--- src/rtl/frog_move_if.sv ---
// Button/vsync inputs and frog position outputs exchanged between the
// player-input block and the VGA-side logic.
interface frog_move_if;
  logic       btn_up;
  logic       btn_down;
  logic       btn_left;
  logic       btn_right;
  logic       vsync;
  logic [9:0] frog_x;
  logic [9:0] frog_y;
  logic       moved;
  logic       bumped;
  logic       busy;

  modport master (
    output btn_up, btn_down, btn_left, btn_right, vsync,
    input  frog_x, frog_y, moved, bumped, busy
  );

  modport slave (
    input  btn_up, btn_down, btn_left, btn_right, vsync,
    output frog_x, frog_y, moved, bumped, busy
  );
endinterface

--- src/rtl/frog_move_ctrl.sv ---
// Debounced four-button frog controller: queues one grid move, commits it at
// vsync rise, clamps to the playfield and enforces a frame-based cooldown.
module frog_move_ctrl #(
  parameter int GRID_SIZE       = 32,
  parameter int H_CELLS         = 20,
  parameter int V_CELLS         = 15,
  parameter int START_COL       = 10,
  parameter int START_ROW       = 14,
  parameter int DEBOUNCE_CYCLES = 250000,
  parameter int COOLDOWN_FRAMES = 6
) (
  input  logic        clk,
  input  logic        rst_n,
  frog_move_if.slave  bus
);

  localparam int SHIFT = $clog2(GRID_SIZE);
  localparam int COL_W = $clog2(H_CELLS);
  localparam int ROW_W = $clog2(V_CELLS);
  localparam int CNT_W = (DEBOUNCE_CYCLES > 2) ? $clog2(DEBOUNCE_CYCLES) : 1;
  localparam int CD_W  = (COOLDOWN_FRAMES > 1) ? $clog2(COOLDOWN_FRAMES + 1) : 1;

  localparam logic [CNT_W-1:0] DEB_MAX   = CNT_W'(DEBOUNCE_CYCLES - 1);
  localparam logic [COL_W-1:0] COL_MAX   = COL_W'(H_CELLS - 1);
  localparam logic [ROW_W-1:0] ROW_MAX   = ROW_W'(V_CELLS - 1);
  localparam logic [COL_W-1:0] COL_START = COL_W'(START_COL);
  localparam logic [ROW_W-1:0] ROW_START = ROW_W'(START_ROW);
  localparam logic [CD_W-1:0]  CD_LOAD   = CD_W'(COOLDOWN_FRAMES);

  typedef enum logic [1:0] {IDLE, PENDING, APPLY, COOLDOWN} state_t;
  typedef enum logic [1:0] {DIR_UP, DIR_DOWN, DIR_LEFT, DIR_RIGHT} dir_t;

  logic [3:0]       btn_raw;
  logic [3:0]       sync1_q, sync1_d, sync2_q, sync2_d;
  logic [3:0]       deb_q, deb_d, deb_prev_q, deb_prev_d;
  logic [CNT_W-1:0] cnt_q [4];
  logic [CNT_W-1:0] cnt_d [4];
  logic [3:0]       press;
  logic             vsync_q, vsync_d, vs_rise;

  state_t           state_q, state_d;
  dir_t             dir_q, dir_d;
  logic [CD_W-1:0]  cd_q, cd_d;
  logic [COL_W-1:0] col_q, col_d;
  logic [ROW_W-1:0] row_q, row_d;
  logic             moved_q, moved_d, bumped_q, bumped_d;

  assign btn_raw = {bus.btn_right, bus.btn_left, bus.btn_down, bus.btn_up};

  // The counter only advances while the synchronised input disagrees with the
  // accepted level, so any bounce back to the old level restarts the wait.
  always_comb begin
    sync1_d    = btn_raw;
    sync2_d    = sync1_q;
    deb_d      = deb_q;
    deb_prev_d = deb_q;
    vsync_d    = bus.vsync;
    for (int i = 0; i < 4; i++) begin
      cnt_d[i] = cnt_q[i];
      if (sync2_q[i] == deb_q[i]) begin
        cnt_d[i] = '0;
      end else if (cnt_q[i] == DEB_MAX) begin
        deb_d[i] = sync2_q[i];
        cnt_d[i] = '0;
      end else begin
        cnt_d[i] = cnt_q[i] + 1'b1;
      end
    end
  end

  assign press   = deb_q & ~deb_prev_q;
  assign vs_rise = bus.vsync & ~vsync_q;

  always_comb begin
    state_d  = state_q;
    dir_d    = dir_q;
    cd_d     = cd_q;
    col_d    = col_q;
    row_d    = row_q;
    moved_d  = 1'b0;
    bumped_d = 1'b0;
    case (state_q)
      IDLE: begin
        if (|press) begin
          state_d = PENDING;
          if (press[0])      dir_d = DIR_UP;
          else if (press[1]) dir_d = DIR_DOWN;
          else if (press[2]) dir_d = DIR_LEFT;
          else               dir_d = DIR_RIGHT;
        end
      end
      PENDING: begin
        if (vs_rise) state_d = APPLY;
      end
      APPLY: begin
        case (dir_q)
          DIR_UP: begin
            if (row_q == '0) bumped_d = 1'b1;
            else begin row_d = row_q - 1'b1; moved_d = 1'b1; end
          end
          DIR_DOWN: begin
            if (row_q == ROW_MAX) bumped_d = 1'b1;
            else begin row_d = row_q + 1'b1; moved_d = 1'b1; end
          end
          DIR_LEFT: begin
            if (col_q == '0) bumped_d = 1'b1;
            else begin col_d = col_q - 1'b1; moved_d = 1'b1; end
          end
          default: begin
            if (col_q == COL_MAX) bumped_d = 1'b1;
            else begin col_d = col_q + 1'b1; moved_d = 1'b1; end
          end
        endcase
        cd_d    = CD_LOAD;
        state_d = COOLDOWN;
      end
      COOLDOWN: begin
        if (cd_q == '0) begin
          state_d = IDLE;
        end else if (vs_rise) begin
          cd_d = cd_q - 1'b1;
          if (cd_q == CD_W'(1)) state_d = IDLE;
        end
      end
      default: state_d = IDLE;
    endcase
  end

  always_ff @(posedge clk or negedge rst_n) begin
    if (!rst_n) begin
      sync1_q    <= '0;
      sync2_q    <= '0;
      deb_q      <= '0;
      deb_prev_q <= '0;
      for (int i = 0; i < 4; i++) cnt_q[i] <= '0;
      vsync_q    <= 1'b0;
      state_q    <= IDLE;
      dir_q      <= DIR_UP;
      cd_q       <= '0;
      col_q      <= COL_START;
      row_q      <= ROW_START;
      moved_q    <= 1'b0;
      bumped_q   <= 1'b0;
    end else begin
      sync1_q    <= sync1_d;
      sync2_q    <= sync2_d;
      deb_q      <= deb_d;
      deb_prev_q <= deb_prev_d;
      for (int i = 0; i < 4; i++) cnt_q[i] <= cnt_d[i];
      vsync_q    <= vsync_d;
      state_q    <= state_d;
      dir_q      <= dir_d;
      cd_q       <= cd_d;
      col_q      <= col_d;
      row_q      <= row_d;
      moved_q    <= moved_d;
      bumped_q   <= bumped_d;
    end
  end

  assign bus.frog_x = 10'(col_q) << SHIFT;
  assign bus.frog_y = 10'(row_q) << SHIFT;
  assign bus.moved  = moved_q;
  assign bus.bumped = bumped_q;
  assign bus.busy   = (state_q != IDLE);

endmodule

--- src/flat_wrapper.sv ---
// flat-port wrapper written by rule: the top's interface ports become plain ports
module frog_move_ctrl_flat 
#(
  parameter int GRID_SIZE       = 32,
  parameter int H_CELLS         = 20,
  parameter int V_CELLS         = 15,
  parameter int START_COL       = 10,
  parameter int START_ROW       = 14,
  parameter int DEBOUNCE_CYCLES = 250000,
  parameter int COOLDOWN_FRAMES = 6
)
  (clk, rst_n, bus_btn_up, bus_btn_down, bus_btn_left, bus_btn_right, bus_vsync, bus_frog_x, bus_frog_y, bus_moved, bus_bumped, bus_busy);
  frog_move_if bus_i ();
  input  logic clk;
  input  logic rst_n;
  input wire logic [$bits(bus_i.btn_up)-1:0] bus_btn_up;
  input wire logic [$bits(bus_i.btn_down)-1:0] bus_btn_down;
  input wire logic [$bits(bus_i.btn_left)-1:0] bus_btn_left;
  input wire logic [$bits(bus_i.btn_right)-1:0] bus_btn_right;
  input wire logic [$bits(bus_i.vsync)-1:0] bus_vsync;
  output wire logic [$bits(bus_i.frog_x)-1:0] bus_frog_x;
  output wire logic [$bits(bus_i.frog_y)-1:0] bus_frog_y;
  output wire logic [$bits(bus_i.moved)-1:0] bus_moved;
  output wire logic [$bits(bus_i.bumped)-1:0] bus_bumped;
  output wire logic [$bits(bus_i.busy)-1:0] bus_busy;
  assign bus_i.btn_up = bus_btn_up;
  assign bus_i.btn_down = bus_btn_down;
  assign bus_i.btn_left = bus_btn_left;
  assign bus_i.btn_right = bus_btn_right;
  assign bus_i.vsync = bus_vsync;
  assign bus_frog_x = bus_i.frog_x;
  assign bus_frog_y = bus_i.frog_y;
  assign bus_moved = bus_i.moved;
  assign bus_bumped = bus_i.bumped;
  assign bus_busy = bus_i.busy;
  frog_move_ctrl #(.GRID_SIZE(GRID_SIZE), .H_CELLS(H_CELLS), .V_CELLS(V_CELLS), .START_COL(START_COL), .START_ROW(START_ROW), .DEBOUNCE_CYCLES(DEBOUNCE_CYCLES), .COOLDOWN_FRAMES(COOLDOWN_FRAMES)) u_core (.clk(clk), .rst_n(rst_n), .bus(bus_i));
endmodule
--- config.mk ---
export PLATFORM = sky130hd
export DESIGN_NAME = frog_move_ctrl_flat
export DESIGN_NICKNAME = d
export VERILOG_FILES = /design/src/rtl/frog_move_if.sv /design/src/rtl/frog_move_ctrl.sv /design/src/flat_wrapper.sv
export SDC_FILE = /design/constraint.sdc
export NUM_CORES = 1
export LEC_CHECK = 0
export ABC_CLOCK_PERIOD_IN_PS = 2500
export BUFFER_PORTS_ARGS = -buffer_cell sky130_fd_sc_hd__buf_2
export CAP_MARGIN = 5
export CORE_MARGIN = 2
export CORE_UTILIZATION = 35
export CTS_CLUSTER_DIAMETER = 120
export DETAILED_ROUTE_END_ITERATION = 8
export MAX_ROUTING_LAYER = met4
export PLACE_DENSITY = 0.55
export SLEW_MARGIN = 20
export SYNTH_ARGS = -nofsm -noshare
export SYNTH_HDL_FRONTEND = slang
export SYNTH_SLANG_ARGS = --single-unit
--- constraint.sdc ---
create_clock -name clk -period 2.5 [get_ports clk]
set_input_delay 0.25 -clock clk [delete_from_list [all_inputs] [get_ports clk]]
set_output_delay 0.25 -clock clk [all_outputs]
set_load 0.01 [all_outputs]
Word level (Yosys, flattened, before mapping):

Index checks and enable logic that the tools add are counted.
Widths: inputs -> output; s select.

* $add $sub $neg: 9
* $mul: 0
* divide/modulo/power cells: 0
* magnitude comparators: 0
* equal/unequal tests: 26
* shifts and indexed selects: 0
* multiplexer cells: 38
* bitwise logic cells: 9
* reductions and logical operators: 19

Operator list (number)
* $mux 18: 8
* $add 18x1->18 const B: 4
* $eq 18x18->1 const B: 4
* $mux 2: 7
* $reduce_and 4->1: 3
* $mux 1: 11
* $mux 5: 2
* $ne 2x2->1 const B: 5
* $pmux 5 s2: 1
* $reduce_and 2->1: 5
* $mux 4: 2
* $pmux 2 s4: 1
* $pmux 4 s2: 1
* $eq 2x2->1 const B: 3
* $mux 3: 2
* $ne 2x1->1 const B: 3
* $ne 3x1->1 const B: 2
* $not 1->1: 6
* $pmux 1 s3: 2
* $pmux 3 s2: 1
* $reduce_bool 2->1: 3
* $add 5x1->5 const B: 1
* $eq 5x5->1 const B: 1
* $logic_not 5->1: 1
* other kinds (17): 22

* register bits after elaboration: 107
* bits in latches: 0
* bits in writable memories: 0
* memory bits (read-only): 0
* input bits: 7
* output and inout bits: 23
* logic and storage cells: 120
* memories kept: 0

Longest topological paths before layout:

* depth in word-level cells: 5
* depth in mapped cells: 9
* depth with buffers taken out: 9

Least setup slack after synthesis:

Ideal clock, no wire load.

* path type: reg-to-reg
* start point: register u_core.dir_q[0]
* end point: register u_core.row_q[1]
* library setup time: 82 ps
* arrival time: 1702 ps
* data required time: 2418 ps
* path slack: 716 ps
* stages on the path, launching flop included: 6
* path buffers: 1
* period minus slack after synthesis: 1784 ps
* cell sequence: dfrtp_1 -> or4_1 -> a211oi_2 -> or3b_1 -> buf_6 -> mux2_4

* longest elaborated chain between the ends: 3
* elaborated cells on any way between the ends: 7
* classes of those cells: 3 x eq/ne; 1 x mux; 3 x reduce/logical

RTL lines
* start: declaration: RTL line frog_move_ctrl.sv:42 `dir_t dir_q, dir_d;`
* start signal: assignment: RTL line frog_move_ctrl.sv:152 `dir_q <= dir_d;`
* $eq 2x1->1 / $logic_not 2->1 (equally long branches): RTL line frog_move_ctrl.sv:96 `case (dir_q)`
* $ne 2x2->1 (no source line) / $reduce_bool 2->1 (equally long branches)
* $reduce_and 4->1 (no source line)
* end signal: assignment: RTL line frog_move_ctrl.sv:155 `row_q <= row_d;`
* end: declaration: RTL line frog_move_ctrl.sv:45 `logic [ROW_W-1:0] row_q, row_d;`

Parallel ways exist; a longest one is shown, timed or not.
A chain may end at the register's enable or synchronous reset.

Final worst setup path:

Same ends and word-level chain as after synthesis.

==> impl_results.md <==
* P_leak at approximately 0.0027 uW
* Core Region at about 15000 sq um
* Crit path max fanout at 7
* Layout Area Growth over Synthesis at 11.1%
* Clk sinks at around 110
* Crit path cell chain: or4_1 -> a211oi_2 -> or3b_1 -> mux2_4
* # Max-Cap Violations at 0
* Hold path start: bus_vsync
* FF-to-FF path depth at 4
* Gpl congestion at approximately 0.8
* Mapped cell area at about 5200 sq um
* Power Density at 609 nW/um^2
* Period utilization at between 70% and 80%
* WL/cell at between 10 and 15 um
* CP Capture Type: flop
* Least-Margin Pin Slew at around 690 ps
* Layout cells sized above 1 at between 10% and 20%
* HP Class: in -> reg
* Sequential share of the synthesized area at ~50%
* Via count at around 3400
* Die H at ~130 um
* CTS tree: yes
* # fillers at 1414
* Hold Worst Slack at 53.9 ps
* PortBufs at 18
* CTS buffer count at 9
* Iteration-0 DRC count of the detailed router at ~130
* Postcts setup bufs at 0
* Vias/cell at 4.79
* Unrepaired setup endpoints after global routing: no
* Initial Util at a little over a third
* Most frequent cells in the layout: 102 x dfrtp_1, 89 x nor2_1, 45 x xor2_1
* Fin Setup TNS at 0 ps
* Final net count at ~550
* Vias in the first global route at about 3400
* Max Root-Sink Buffers at 2
* Cell count after synthesis at 499
* Ys Warns at 0
* DP Wirelength at approximately 6.1 mm
* DRC at 0
* Critical path's slowest cell: or4_1
* Outcome: completed
* Global Route Usage Sum at roughly an eighth
* Gr ovfl total at 0
* Flops & latches, synth at 107
* Worst skew pair latency at ~350 ps
* Drt pass-1 iters at 4
* Post-CTS sizing at 0
* Critical R2R Launch: u_core.dir_q[0]
* Tmin final at slightly below 2000 ps
* Drt total wl at ~8.9 mm
* Commonest non-fill, non-tap cell in the layout: dfrtp_1
* Synthesized area per cell at roughly 10 sq um
* Final slew viol count at 0
* Antenna violations before repair at 0
* Startpoint Class: flop
* Cell variety after synth at 47
* Cells on Worst Hold Path at 1
* Endpoints failing hold at 0
* Peak VDD IR at approximately 0.34 mV
* Final setup fails at 0
* N_diodes at 0
* Clk root buf: clkbuf_16
* Row cnt at between 40 and 50
* H-Tree Depth at 3
* Relative slew margins at between 50% and 60%
* Worst Path Arrival at around 2200 ps
* Die Area at between 15000 and 20000 sq um
* Largest net degree at the start of global routing at between 50 and 60
* Worst path required time at 2780 ps
* Routed Antenna Nets at 0
* Clock-pin slew on the worst setup and hold paths at 70 ps
* Critical path type: reg -> reg
* Largest stage delay on the critical path at around 570 ps
* I/O pin count at 30
* CP Launch Point: u_core.dir_q[0]
* Maximum clock rate at 0.521 GHz
* Setup Skew at between 4 and 5 ps
* Die X at 126 um
* First-pass GRT wire length at about 16 mm
registers in the layout (all words and copies together) (netlist names), 3 cells and up:
name and cells:
u_core.cnt_q 72, u_core.sync1_q 4, u_core.row_q 4, u_core.cd_q 3, u_core.deb_prev_d 4, u_core.col_q 5
u_core.deb_prev_q 4, u_core.sync2_q 4
cells in the mapped netlist, drive strengths merged:
library cell / count / area, sq um
dfrtp: 102 / 2550
nor2: 89 / 334
xor2: 45 / 394
xnor2: 33 / 289
nand2: 25 / 93.8
nand3: 24 / 120
and3: 21 / 131
buf: 20 / 141
inv: 17 / 63.8
ha: 16 / 200
nand4: 13 / 81.3
and4: 11 / 96.3
nand2b: 8 / 50.1
nor2b: 8 / 50.1
mux2: 7 / 82.6
nor4: 7 / 43.8
a21oi: 5 / 25.0
clkbuf: 5 / 18.8
dfstp: 5 / 131
nand3b: 4 / 30.0
nor4b: 4 / 41.3
o21ai: 4 / 20.0
a21o: 3 / 23.8
nor3: 3 / 15.0
a31oi: 2 / 12.5
fa: 2 / 40.0
a211oi: 1 / 12.5
a21boi: 1 / 7.51
a32oi: 1 / 8.76
and2: 1 / 6.26
conb: 1 / 3.75
mux2i: 1 / 10.0
nand4b: 1 / 8.76
nand4bb: 1 / 11.3
nor4bb: 1 / 10.0
o2111a: 1 / 11.3
o21a: 1 / 7.51
o31ai: 1 / 7.51
or2: 1 / 6.26
or2b: 1 / 7.51
or3b: 1 / 8.76
or4: 1 / 7.51
final timing paths:
| check | to | slack, ps |
|---|---|---|
| max | u_core.row_q[1] | 580 |
| min | u_core.vsync_q | 50 |
| max reg2reg | u_core.row_q[1] | 580 |
| min reg2reg | u_core.sync2_q[0] | 360 |
| max in group asynchronous | u_core.cnt_q[51] | 1420 |
| min in group asynchronous | u_core.cnt_q[70] | 400 |
cells by family (layout without fill, tap and decap cells):
group,after synthesis,after routing,share of synthesized area [%]
flip-flops,107,107,51.4
AO/OA/AOI/OAI,20,20,2.61
adder cells (fa/ha/maj),18,18,4.60
multiplexers,8,8,1.77
AND/OR/NAND/NOR,225,225,22.1
XOR/XNOR,78,78,13.1
buffers and inverters,42,61,4.29
other,1,11,0.0719
per-layer routing:
metal	up-vias	share of wire, %	GRT usage (%)
li1	1693	-	-
met4	0	1.4	3.68
met5	-	0	-
met3	8	3.1	3.78
met2	42	47	20.2
met1	1669	49	15.0
timing repair:
action | CTS | global route
setup endpoints to repair | 0 | 0
hold buffers | 5 | 0
hold endpoints to repair | 37 | 0
metrics by stage:
stage / util [%] / total power, uW / setup WS [ps] / cell area, sq um / cells
5_1_grt: 39.9 / 3730 / 475 / 5790 / 712
3_3_place_gp: 37.6 / 2210 / 650 / 5470 / 691
3_5_place_dp: 37.6 / 2230 / 579 / 5470 / 691
4_1_cts: 39.9 / 3600 / 565 / 5790 / 712
6_report: 39.9 / 3530 / 579 / 5790 / 712
2_1_floorplan: - / 2110 / 716 / 5260 / 509
layout make-up:
class                   instances  area [sq um]  share of cell area, %
multi-input cells             360          2350                   40.5
repair buffers                 28           193                   3.33
clock buffers                  10           229                   3.95
inverters                      17          63.8                   1.10
well taps                     184           230                   3.97
flip-flops and latches        107          2680                   46.3
clock inverters                 6          47.5                  0.821
worst max-delay path, delay by kind of cell (launching register included):
family | cells | cell delay (ps)
muxes | 1 | 320
AOI/OAI and AO/OA | 1 | 270
DFF | 1 | 440
and+or+nand+nor | 2 | 820
power breakdown:
part	switching (uW)	internal (uW)	total [uW]
clock	652	687	1340
combinational	217	132	349
sequential	44.3	1800	1840
total	913	2620	3530
Power figures use the tool's default switching activity.
